<file path="config.mk">
export PLATFORM = sky130hd
export DESIGN_NAME = sync_hs_dst
export DESIGN_NICKNAME = d
export VERILOG_FILES = /design/src/rtl/sync_hs_dst.sv
export SDC_FILE = /design/constraint.sdc
export NUM_CORES = 1
export LEC_CHECK = 0
export ABC_AREA = 1
export CAP_MARGIN = 40
export CELL_PAD_IN_SITES_DETAIL_PLACEMENT = 0
export CELL_PAD_IN_SITES_GLOBAL_PLACEMENT = 2
export CORE_MARGIN = 2
export CORE_UTILIZATION = 30
export DETAILED_ROUTE_END_ITERATION = 6
export MAX_ROUTING_LAYER = met4
export PLACE_DENSITY = 0.87
export SLEW_MARGIN = 20
export SYNTH_ARGS = -nofsm -noshare
export SYNTH_HDL_FRONTEND = slang
export SYNTH_SLANG_ARGS = --single-unit
</file>
<file path="constraint.sdc">
create_clock -name clk -period 2.7 [get_ports clk]
set_clock_uncertainty 0.1 [all_clocks]
set_input_delay 0.405 -clock clk [delete_from_list [all_inputs] [get_ports clk]]
set_output_delay 0.405 -clock clk [all_outputs]
set_load 0.01 [all_outputs]
</file>
<file path="src/rtl/sync_hs_dst.sv">
// sync_hs_dst: destination side of a 4-phase req/ack word transfer into the clk domain.
// Waits for a settled request, captures the word, delivers it on valid/ready, then acks.
module sync_hs_dst #(
    parameter int DATA_WIDTH     = 32,
    parameter int SETTLE_CYCLES  = 2,
    parameter int TIMEOUT_CYCLES = 1024
) (
    input  logic                  clk,
    input  logic                  reset,
    input  logic                  req_sync,
    input  logic [DATA_WIDTH-1:0] xfer_data,
    output logic                  ack,
    output logic                  out_valid,
    output logic [DATA_WIDTH-1:0] out_data,
    input  logic                  out_ready,
    output logic [15:0]           xfer_cnt,
    output logic                  stuck_err
);
    localparam int TW = $clog2(TIMEOUT_CYCLES);

    typedef enum logic [2:0] {WAIT_LOW, IDLE, SETTLE, PRESENT, ACK} state_t;

    state_t                state_q, state_d;
    logic [3:0]            set_cnt_q, set_cnt_d;
    logic [TW-1:0]         to_cnt_q, to_cnt_d;
    logic                  ack_q, ack_d;
    logic                  out_valid_q, out_valid_d;
    logic [DATA_WIDTH-1:0] out_data_q, out_data_d;
    logic [15:0]           xfer_cnt_q, xfer_cnt_d;
    logic                  stuck_err_q, stuck_err_d;

    always_comb begin
        state_d     = state_q;
        set_cnt_d   = set_cnt_q;
        to_cnt_d    = to_cnt_q;
        ack_d       = ack_q;
        out_valid_d = out_valid_q;
        out_data_d  = out_data_q;
        xfer_cnt_d  = xfer_cnt_q;
        stuck_err_d = stuck_err_q;
        case (state_q)
            // a request still high at reset release must not count as new
            WAIT_LOW: if (!req_sync) state_d = IDLE;
            IDLE: if (req_sync) begin
                state_d   = SETTLE;
                set_cnt_d = 4'(SETTLE_CYCLES - 1);
            end
            SETTLE: if (!req_sync) state_d = IDLE;
            else if (set_cnt_q == 4'd0) begin
                out_data_d  = xfer_data;
                out_valid_d = 1'b1;
                state_d     = PRESENT;
            end else set_cnt_d = set_cnt_q - 4'd1;
            PRESENT: if (out_ready) begin
                out_valid_d = 1'b0;
                ack_d       = 1'b1;
                xfer_cnt_d  = xfer_cnt_q + 16'd1;
                to_cnt_d    = '0;
                state_d     = ACK;
            end
            ACK: begin
                if (to_cnt_q != TW'(TIMEOUT_CYCLES - 1)) to_cnt_d = to_cnt_q + TW'(1);
                if (!req_sync) begin
                    ack_d   = 1'b0;
                    state_d = IDLE;
                end else if (to_cnt_d == TW'(TIMEOUT_CYCLES - 1)) stuck_err_d = 1'b1;
            end
            default: state_d = WAIT_LOW;
        endcase
    end

    always_ff @(posedge clk or posedge reset) begin
        if (reset) begin
            state_q     <= WAIT_LOW;
            set_cnt_q   <= '0;
            to_cnt_q    <= '0;
            ack_q       <= 1'b0;
            out_valid_q <= 1'b0;
            out_data_q  <= '0;
            xfer_cnt_q  <= '0;
            stuck_err_q <= 1'b0;
        end else begin
            state_q     <= state_d;
            set_cnt_q   <= set_cnt_d;
            to_cnt_q    <= to_cnt_d;
            ack_q       <= ack_d;
            out_valid_q <= out_valid_d;
            out_data_q  <= out_data_d;
            xfer_cnt_q  <= xfer_cnt_d;
            stuck_err_q <= stuck_err_d;
        end
    end

    assign ack       = ack_q;
    assign out_valid = out_valid_q;
    assign out_data  = out_data_q;
    assign xfer_cnt  = xfer_cnt_q;
    assign stuck_err = stuck_err_q;
endmodule

</file>
Word level (Yosys, flattened, before mapping). Cells that the tools add are included.

Output and inout port bits: 51. Bits in registers: 68. Bits in read-only memories: 0. Bits of input ports: 36. Latch bits: 0. Memories kept: 0. RAM bits: 0.

$lt $le $gt $ge: 0. Bitwise logic cells: 0. Muxes and demuxes: 21. Reduce and logical (&&, ||, !) cells: 14. Eq/ne operators: 14. Divide/modulo/power cells: 0. Add/subtract/negate cells: 3. Multiply operators: 0. Shift-type cells: 0.

Operators by type and width (number): two-way mux 10 bit (3); one-hot mux 10 bit (2 select lines) (1); adder 16 x 1 -> 16 bit, second input constant (1); two-way mux 3 bit (5); inequality test 2 bit, second input constant (7); two-way mux 4 bit (3); one-hot mux 3 bit (4 select lines) (1); AND reduction 4 bit (3); adder 10 x 1 -> 10 bit, second input constant (1); equality test 10 bit, second input constant (1); inequality test 10 bit, second input constant (1); AND reduction 3 bit (3); one-hot mux 4 bit (2 select lines) (1); equality test 3 x 2 -> 1 bit, second input constant (2); nonzero test 2 bit (3); two-way mux 1 bit (5); zero test 4 bit (1); one-hot mux 1 bit (2 select lines) (2); AND reduction 2 bit (2); subtractor 4 x 1 -> 4 bit, second input constant (1); equality test 3 x 1 -> 1 bit, second input constant (1); equality test 3 bit, second input constant (1); zero test 3 bit (1); inequality test 3 bit, second input constant (1); OR reduction 2 bit (1).

Longest topological paths before layout. Gate-level depths: netlist of the first run.

Depth in word-level cells: 5. Mapped depth: 11. Mapped depth without buffers: 11.

Worst setup path before layout of the first run. OpenSTA, ideal clock, no wires.

Path type: reg2reg. Start: register xfer_cnt_q[1], in the netlist xfer_cnt[1]. End: register xfer_cnt_q[12], in the netlist xfer_cnt[12]. Cell stages (with the launch flop): 7. Arrival time: 1.334 ns. Path buffers: 0. Library setup time: 0.121 ns. Path slack: 1.146 ns. Clock period less this slack: 1.554 ns. Required time: 2.479 ns. Path through: dfrtp_1 ha_1 nand3_1 nor4_4 nand2_1 o21ai_1 nand2_1.

Longest elaborated chain between the ends: 1.

RTL lines: start: declaration (RTL line 29) `logic [15:0] xfer_cnt_q, xfer_cnt_d;`; start signal: assignment (RTL line 89) `xfer_cnt_q <= xfer_cnt_d;`; adder 16 x 1 -> 16 bit (RTL line 57) `xfer_cnt_d = xfer_cnt_q + 16'd1;`.

Every way passes these cells. A chain may end at the register's enable or synchronous reset.

Worst setup path after layout of the first run.
Start: register xfer_cnt_q[3], in the netlist xfer_cnt[3]. End: output xfer_cnt[3].

RTL lines: end: declaration (RTL line 16) `output logic [15:0] xfer_cnt,`.

No word-level cell between the ends.

==> results of run 1 <==
placed cells by master, fill, tap and decap left out, types with 4 or more instances in the layout:
cell,instances
sky130_fd_sc_hd__clkbuf_8,10
sky130_fd_sc_hd__clkdlybuf4s50_1,86
sky130_fd_sc_hd__dfrtp_1,68
sky130_fd_sc_hd__ha_1,4
sky130_fd_sc_hd__inv_1,40
sky130_fd_sc_hd__mux2_4,29
sky130_fd_sc_hd__nand2_1,64
sky130_fd_sc_hd__nand3_1,16
sky130_fd_sc_hd__nand4_1,5
sky130_fd_sc_hd__nor2_1,28
sky130_fd_sc_hd__nor3_1,6
sky130_fd_sc_hd__o21ai_0,20
sky130_fd_sc_hd__xnor2_1,4
sky130_fd_sc_hd__xor2_1,10
stage by stage:
stage	worst slack [ns]	utilization (%)	cell area, µm²	hold WS [ns]	total power, mW
after floorplan	0.483	-	3340	0.400	2.58
after global placement	0.475	40.4	4380	0.353	3.33
after detailed placement	0.442	40.4	4380	0.357	3.37
after CTS	0.794	42.7	4630	0.301	4.44
after global routing	0.696	42.7	4630	0.323	4.67
final	0.807	42.7	4630	0.298	4.38
where the power goes:
part,internal [mW],switching [mW]
combinational,0.952,0.730
clock,0.639,0.408
sequential,1.38,0.274
total,2.97,1.41
cell families (layout without fill, tap and decap cells):
group | after synthesis | in the layout
xor gates and xnor gates | 14 | 14
DFF | 68 | 68
adders and majority gates | 4 | 4
buffers and inverters | 47 | 149
and+or+nand+nor | 131 | 131
AOI/OAI and AO/OA | 30 | 30
muxes | 32 | 32
sequential cells by signal (all words and copies together), names as in the netlist:
signal and count:
out_valid 1, state_q 3, ack 1, to_cnt_q 10, stuck_err 1, set_cnt_q 4
xfer_cnt 16, out_data 32
layout make-up:
class,count,area (µm²),area share (%)
clock buffer,10,138,2.97
clock inverter,6,111,2.40
inverter,43,161,3.48
multi-input combinational,211,1440,31.1
sequential,68,1700,36.7
tap,140,175,3.78
timing repair buffer,90,903,19.5
Yosys cell counts (all sizes together):
library cell  instances  area [µm²]
ha                    4        50.1
xor2                 10        87.6
dfrtp                68        1700
nor4                  2        42.5
o21ai                23         115
mux2                 32         469
o22ai                 3        18.8
clkbuf                1        3.75
xnor2                 4        35.0
inv                  43         161
nor3                  7        40.0
o211ai                1        7.51
a21oi                 2        10.0
o221ai                1        8.76
buf                   3        33.8
nor2                 32         140
nand2                66         258
nand3                18         108
nand4                 6        52.6
worst min-delay path by stage:
| stage | end | slack (ns) | from |
|---|---|---|---|
| CTS | out_data[20] | 0.30 | reset |
| global placement | stuck_err | 0.35 | stuck_err |
| floorplan | stuck_err | 0.40 | stuck_err |
| detailed placement | stuck_err | 0.36 | stuck_err |
| finish | out_data[31] | 0.30 | reset |
| global route | out_data[20] | 0.32 | reset |
metal layers:
metal / share of wire [%] / GRT usage [%] / vias up
met2: 51 / 23.0 / 57
li1: - / - / 1252
met5: 0 / - / -
met4: 0.97 / 3.62 / 0
met3: 4.2 / 4.15 / 5
met1: 43 / 17.3 / 1296
==> impl_metrics.toml, run 1 <==
[outcome]
outcome = "complete, no violations"

[timing]
finalSetupViolations = 0
slew_headroom_pct = 59.3
period_needed_ns = 1.89
slew_viol_final = 0
setup_tns_ns = 0
timing_hold_violations_final = 0
period_share_pct = 70.1
rsz0062_at_grt = "no"
max_freq_mhz = 528
worst_max_slew_pin_slew_ns = 0.611

[die]
io_pins = 87
die_area_mm2 = 0.0120
die-height_um = 110
die_w_um = 110
placementRows = 38
floorplan.initialDensity_pct = 30.8
core_area_mm2 = 0.0108

[synthesis]
syn-num-nets = 366
flip_flop_and_latch_count_after_synthesis = 68
synth.avg_cell_area_um2 = 10.3
post_synth_fa_ha_maj_area_fraction_pct = 1.50
synthesis.yosys.warnings = 0
simple_gate_share_of_the_synthesized_area_pct = 19.2
synthesis.area_mm2 = 0.00334
synth.lib_cells_used.distinct = 30
compound_gate_portion_of_the_synthesized_area_pct = 4.79
synth_sequential_area_ratio_pct = 50.9
synth_xor_area_share_pct = 3.67
synth_cells = 326
post_synthesis_mux_area_share_pct = 14.0
largest_family_of_logic_cells_by_synthesized_area = "simple AND/OR/NAND/NOR gates"

[clocking]
postCtsResizedCells = 0
cts_root_buffer = "sky130_fd_sc_hd__clkbuf_8"
cts_tree = "yes"
max-clock-path-buffers = 2
clock_pin_slew_on_the_worst_setup_and_hold_paths_ns = 0.08
ctsHtreeMaxLevel = 3
ctsHoldBuffers = 0
postCtsSetupRepairBufs = 0
clock-sinks = 68
cts_inserted_buffers = 9
clock_insertion_delay_worst_skew_ns = 0.34

[setup_path]
worstPathArrival_ns = 1.39
worst-setup-path-type = "flip-flop to output pin"
worst-path-stages = 1
worstReg2RegEnd = "out_data[10]"
crit_path_max_incr_delay_ns = 0.59
worst-r2r-cell-count = 6
critPathCapture = "xfer_cnt[3]"
standard_cell_with_the_maximum_stage_delay_on_the_critical_path = "sky130_fd_sc_hd__clkdlybuf4s50_1"
worstPathCellList = "clkdlybuf4s50_1"
critical_path.reg2reg.startpoint = "set_cnt_q[0]"
worstSetupEndpointType = "output pin"
crit_path_launch = "xfer_cnt[3]"
timing.critical_path.fanout_max = 6
crit_family = "buffers and inverters"
worstPathBufferInverterCount = 1
critical_path.startpoint_type = "flip-flop"
cp_data_required_time_ns = 2.19
flop_to_flop_setup_slack_ns = 0.85

[global_route]
grt_pass1_vias = 2583
global_route.usage.total_pct = 14.2
grt_pass1_wl_um = 12800
globalRoute.totalOverflow = 0
pin_count_of_the_biggest_net_entering_global_routing = 34
grt_antenna_before_repair = 0

[final_layout]
syn2layout_area_growth_pct = 38.6
final.fill_count = 1064
final_net_count = 463
fraction_of_final_layout_cells_sized_beyond_drive_strength_1_pct = 15.7
antenna-diode-count = 0
final_cell_count_without_fillers = 568

[min_path]
worstHoldPathType = "input pin to asynchronous set/reset pin"

[detailed_routing]
post_drt_via_cell_ratio = 4.60
ant_nets = 0
num_vias = 2610
dr.pass1.iters = 4
wl_per_cell_um = 13.8
detail_route.iter0.violations = 93
route.detailed.drc = 0
drt_total_wl_um = 7840

[placed_design]
port_buffers = 86
gp_congestion = 0.801
dp_cells = 552
dp_hpwl_um = 5790

[power]
pwrdens_mw_per_mm2 = 946
peakVddDrop_mv = 0.395
p_leak_nw = 2.19

[flow_run]
timing.max_cap.violations = 0
Power figures use the tool's default switching activity.
==> run 2, diff against run 1 <==
- CORE_UTILIZATION: 30 -> 27
- PLACE_DENSITY: 0.87 -> 0.83
- clock period: 2.7 -> 1.6 ns (I/O delays scaled with it)
==> run 2 against run 1 <==
The flow now finishes with violations (negative setup slack). Combinational power grew 120%. Flip-flop and latch count is the same. Design area grew 17%. Total power grew 90%. Critical endpoint is now stuck_err. Register-to-register slack lost 0.91 ns. First-iteration DRC count grew 7.5%. Setup slack lost 0.87 ns. Largest power group unchanged. Non-clock buffer count grew 63.
==> impl_metrics.toml, run 2 (synthesis results as in run 1) <==
[clocking]
cts_inserted_buffers = 9
max-clock-path-buffers = 2
cts_tree = "yes"
ctsHoldBuffers = 0
clock_pin_slew_on_the_worst_setup_and_hold_paths_ns = 0.06
clock-sinks = 68
cts_root_buffer = "sky130_fd_sc_hd__clkbuf_16"
ctsHtreeMaxLevel = 3
clock_insertion_delay_worst_skew_ns = 0.33

[setup_path]
flop_to_flop_setup_slack_ns = -0.06
worstSetupEndpointType = "flip-flop"
worstPathCellList = "ha_2 -> nand2_2 -> nor2_4 -> nand3_4 -> nand2_1 -> nand2_1 -> inv_1 -> nand2_1 -> nor2_1 -> nand3_1 -> nand2_1"
crit_path_max_incr_delay_ns = 0.36
timing.critical_path.fanout_max = 10
standard_cell_with_the_maximum_stage_delay_on_the_critical_path = "sky130_fd_sc_hd__dfrtp_1"
critical_path.startpoint_type = "flip-flop"
worst-setup-path-type = "flip-flop to flip-flop"
cp_data_required_time_ns = 1.77
crit_top_cell = "sky130_fd_sc_hd__nand2_1"
worstPathArrival_ns = 1.83

[outcome]
violations = "negative setup slack"
outcome = "finished, violations left"

[detailed_routing]
dr.pass1.iters = 4
detail_route.iter0.violations = 100
route.detailed.drc = 0
num_vias = 2808
post_drt_via_cell_ratio = 4.27
drt_total_wl_um = 8880
wl_per_cell_um = 13.5
ant_nets = 0

[timing]
slew_viol_final = 0
setup_tns_ns = -0.0650
period_needed_ns = 1.66
finalWorstSetupSlack_ns = -0.0650
rsz0062_at_grt = "yes"
finalHoldWorstSlack_ns = 0.238
timing_hold_violations_final = 0
finalSetupViolations = 1
period_share_pct = 104
slew_headroom_pct = 80.1
worst_max_slew_pin_slew_ns = 0.296
max_freq_mhz = 601

[final_layout]
fraction_of_final_layout_cells_sized_beyond_drive_strength_1_pct = 31.8
layout.cells.most_common = "sky130_fd_sc_hd__dfrtp_1"
final_net_count = 526
layout.core_utilization_pct = 45.0
most-common-layout-cells = "sky130_fd_sc_hd__dfrtp_1, sky130_fd_sc_hd__nand2_1, sky130_fd_sc_hd__buf_4"
largest_register_ffs = 32
syn2layout_area_growth_pct = 62.5
final.fill_count = 1137
antenna-diode-count = 0
post-route-cell-area_mm2 = 0.00543
final_cell_count_without_fillers = 658

[global_route]
globalRoute.totalOverflow = 0
grt_pass1_wl_um = 14200
pin_count_of_the_biggest_net_entering_global_routing = 37
grt_antenna_before_repair = 0
grt_pass1_vias = 2830
global_route.usage.total_pct = 14.2

[die]
die_w_um = 115
placementRows = 40
core_area_mm2 = 0.0121
floorplan.initialDensity_pct = 27.7
die-height_um = 115
io_pins = 87
die_area_mm2 = 0.0133

[power]
p_leak_nw = 2.84
netSwitchingFraction_pct = 32.4
power.switching_mw = 2.70
report.power.total_mw = 8.34
pwrdens_mw_per_mm2 = 1540
pwr-share-comb_pct = 44.0
cell_internal_pwr_mw = 5.64
pwr-share-seq_pct = 32.9
peakVddDrop_mv = 0.664
clock_power_share_pct = 23.1

[placed_design]
gp_congestion = 0.813
port_buffers = 86
pre_cts_slack_ns = -0.268
dp_hpwl_um = 6070
dp_cells = 617
placement.cell_area_mm2 = 0.00474

[min_path]
worstHoldPathType = "input pin to asynchronous set/reset pin"

[flow_run]
timing.max_cap.violations = 0
## run 2: cell types whose count changed in the layout (fill, tap and decap cells not counted), moves of 5 or more
cell                              previous run  this run
sky130_fd_sc_hd__clkbuf_8                   10         0
sky130_fd_sc_hd__clkdlybuf4s50_1            86        52
sky130_fd_sc_hd__clkbuf_16                   0        10
sky130_fd_sc_hd__dlygate4sd2_1               0        16
sky130_fd_sc_hd__nand2_1                    64        59
sky130_fd_sc_hd__buf_4                       3        53
sky130_fd_sc_hd__inv_1                      40        35
sky130_fd_sc_hd__buf_6                       0         8
sky130_fd_sc_hd__dlymetal6s2s_1              0        18
## run 2: critical path: cells and delay by family (launching register included)
kind / cells / cell delay [ns]
buf+inv: 1 / 0.05
fa+ha+maj: 1 / 0.19
simple gates: 9 / 0.90
flops: 1 / 0.36
## run 2: worst paths after layout
kind,from,to,depth (start not counted)
min in group clk,stuck_err,stuck_err,2
worst max-delay path,to_cnt_q[1],stuck_err,11
worst min register to register,stuck_err,stuck_err,2
worst max register to register,to_cnt_q[1],stuck_err,11
worst min-delay path,reset,out_data[22],3
max in group asynchronous,reset,state_q[1],3
## run 2: per-layer routing
metal | wire (µm) | share of wire (%) | track usage, %
met5 | 0 | 0 | -
met1 | 4080 | 46 | 18.0
met4 | 108 | 1.2 | 5.30
met2 | 4420 | 50 | 22.5
met3 | 275 | 3.1 | 2.79
## run 2: power groups by stage
stage	clock (mW)	combinational [mW]	sequential [mW]
4_1_cts	1.98	3.52	2.74
3_3_place_gp	0	3.22	2.74
6_report	1.93	3.67	2.74
3_5_place_dp	0	3.28	2.75
2_1_floorplan	0	1.42	2.94
5_1_grt	2.04	4.01	2.83
## run 2: area by class of cell
class	count	area [µm²]	area share [%]
Clock buffer	10	229	4.21
Clock inverter	5	53.8	0.990
Inverter	43	168	3.09
Multi-Input combinational cell	211	1560	28.7
Sequential cell	68	1710	31.4
Tap cell	168	210	3.87
Timing Repair Buffer	153	1510	27.7
## run 2: what timing repair did
item	in CTS	in global routing
buffers inserted	18	7
pin swaps	6	10
setup endpoints to repair	45	68
cloned	2	1
resized for setup	33	49
==> run 3, diff against run 2 <==
- REMOVE_ABC_BUFFERS: unset -> 1
==> run 3 against run 2 <==
The flow still finishes with violations (negative setup slack). Maximum frequency is 2.9% lower. Clock power is 3% higher. Sequential share of layout area is 0.67 points higher. Non-clock buffer count is 17 lower. Hold slack worse by 0.028 ns. Critical path type unchanged. Largest power group unchanged. Highest routed layer unchanged.
==> impl_metrics.toml, run 3 (synthesis results as in run 1) <==
[setup_path]
crit_top_cell = "sky130_fd_sc_hd__nand2_1"
critical_path.startpoint_type = "flip-flop"
cp_data_required_time_ns = 1.77
worstPathCellList = "ha_2 -> nand2_2 -> nor2_4 -> nand3_4 -> o21ai_1 -> nand2_1 -> nor2_2 -> nand3_1 -> nand2_1"
worstPathArrival_ns = 1.88
timing.critical_path.fanout_max = 6
crit_path_max_incr_delay_ns = 0.37
worst-setup-path-type = "flip-flop to flip-flop"
worstSetupEndpointType = "flip-flop"
standard_cell_with_the_maximum_stage_delay_on_the_critical_path = "sky130_fd_sc_hd__dfrtp_1"
worst-r2r-cell-count = 9

[timing]
max_freq_mhz = 583
rsz0062_at_grt = "yes"
slew_headroom_pct = 81.0
finalSetupViolations = 5
period_share_pct = 107
worst_max_slew_pin_slew_ns = 0.285
period_needed_ns = 1.72
timing_hold_violations_final = 0
finalWorstSetupSlack_ns = -0.115
slew_viol_final = 0

[clocking]
ctsHtreeMaxLevel = 3
clock_insertion_delay_worst_skew_ns = 0.33
cts_root_buffer = "sky130_fd_sc_hd__clkbuf_16"
cts_inserted_buffers = 9
cts_tree = "yes"
clock_pin_slew_on_the_worst_setup_and_hold_paths_ns = 0.06
ctsHoldBuffers = 0
max-clock-path-buffers = 2
clock-sinks = 68

[die]
io_pins = 87
floorplan.initialDensity_pct = 27.7
die_w_um = 115
die-height_um = 115
die_area_mm2 = 0.0133
core_area_mm2 = 0.0121
placementRows = 40

[placed_design]
dp_hpwl_um = 5960
port_buffers = 86
gp_congestion = 0.778

[outcome]
outcome = "finished, violations left"
violations = "negative setup slack"

[final_layout]
final_net_count = 510
fraction_of_final_layout_cells_sized_beyond_drive_strength_1_pct = 30.1
layout.core_utilization_pct = 44.2
largest_register_ffs = 32
most-common-layout-cells = "sky130_fd_sc_hd__dfrtp_1, sky130_fd_sc_hd__nand2_1, sky130_fd_sc_hd__clkdlybuf4s50_1"
antenna-diode-count = 0
syn2layout_area_growth_pct = 59.3
layout.cells.most_common = "sky130_fd_sc_hd__dfrtp_1"

[flow_run]
timing.max_cap.violations = 0

[global_route]
grt_antenna_before_repair = 0
global_route.usage.total_pct = 13.6
globalRoute.totalOverflow = 0
grt_pass1_wl_um = 13700
grt_pass1_vias = 2768
pin_count_of_the_biggest_net_entering_global_routing = 37

[detailed_routing]
detail_route.iter0.violations = 143
post_drt_via_cell_ratio = 4.27
drt_total_wl_um = 8670
ant_nets = 0
wl_per_cell_um = 13.5
num_vias = 2747
route.detailed.drc = 0
dr.pass1.iters = 4

[min_path]
worstHoldPathType = "input pin to asynchronous set/reset pin"

[power]
peakVddDrop_mv = 0.645
pwrdens_mw_per_mm2 = 1520
p_leak_nw = 2.83
report.power.total_mw = 8.07
==> run 3: changes by cell type in the layout (fill, tap and decap cells not counted), sizes merged <==
cell           previous run  this run
clkdlybuf4s50            52        48
nand3                    18        19
buf                      66        47
clkinvlp                  1         2
dlymetal6s2s             18        22
inv                      42        45
clkbuf                   11        12
clkinv                    4         2
==> run 3: through the flow <==
step                      setup TNS (ns)  instance area, µm²  instances  hold slack, ns  setup slack [ns]
after floorplan                   -31.85                3310        322           0.286            -0.452
after global placement             -6.36                4670        610           0.360            -0.154
after detailed placement           -7.14                4670        610           0.363            -0.179
after CTS                        -0.0788                4980        629           0.230           -0.0788
after global routing               -2.28                5330        643           0.241            -0.253
final                             -0.123                5330        643           0.210            -0.115
==> run 3: repair_timing <==
item,4_1_cts,5_1_grt
endpoints found under the setup margin,30,77
gates cloned,0,5
pin swaps,1,15
resized for setup,20,59
setup buffers,3,9
==> run 3: final timing paths <==
kind	end	start	slack, ns
max	stuck_err	to_cnt_q[0]	-0.12
min	set_cnt_q[3]	reset	0.21
max reg2reg	stuck_err	to_cnt_q[0]	-0.12
min reg2reg	stuck_err	stuck_err	0.37
max in group asynchronous	out_data[3]	reset	1.00
min in group clk	stuck_err	stuck_err	0.37
==> run 3: power by group <==
group          leakage (nW)  internal [mW]  switching [mW]  total [mW]
clock                 0.142           1.21           0.778        1.99
combinational          1.81           1.86            1.46        3.32
sequential            0.871           2.34           0.430        2.77
total                  2.83           5.41            2.66        8.07
==> run 3: critical path, delay by kind of cell, from the launching register on <==
family,cells,cell delay [ns]
compound gates,1,0.20
fa+ha+maj,1,0.20
flops,1,0.37
simple gates,7,0.79
==> run 3: cell type report <==
type                            instances  area (µm²)
Multi-Input combinational cell        212        1560
Clock buffer                            9         225
Sequential cell                        68        1710
Fill cell                            1151        6740
Tap cell                              168         210
Timing Repair Buffer                  136        1390
Clock inverter                          7        72.6
Inverter                               43         164
==> run 3: metal layers <==
metal	routed length, µm	up-vias	global-route usage [%]
met1	4050	1322	17.2
met2	4200	59	21.8
met3	287	13	3.00
li1	-	1353	-
met4	123	0	4.42
met5	0	-	-
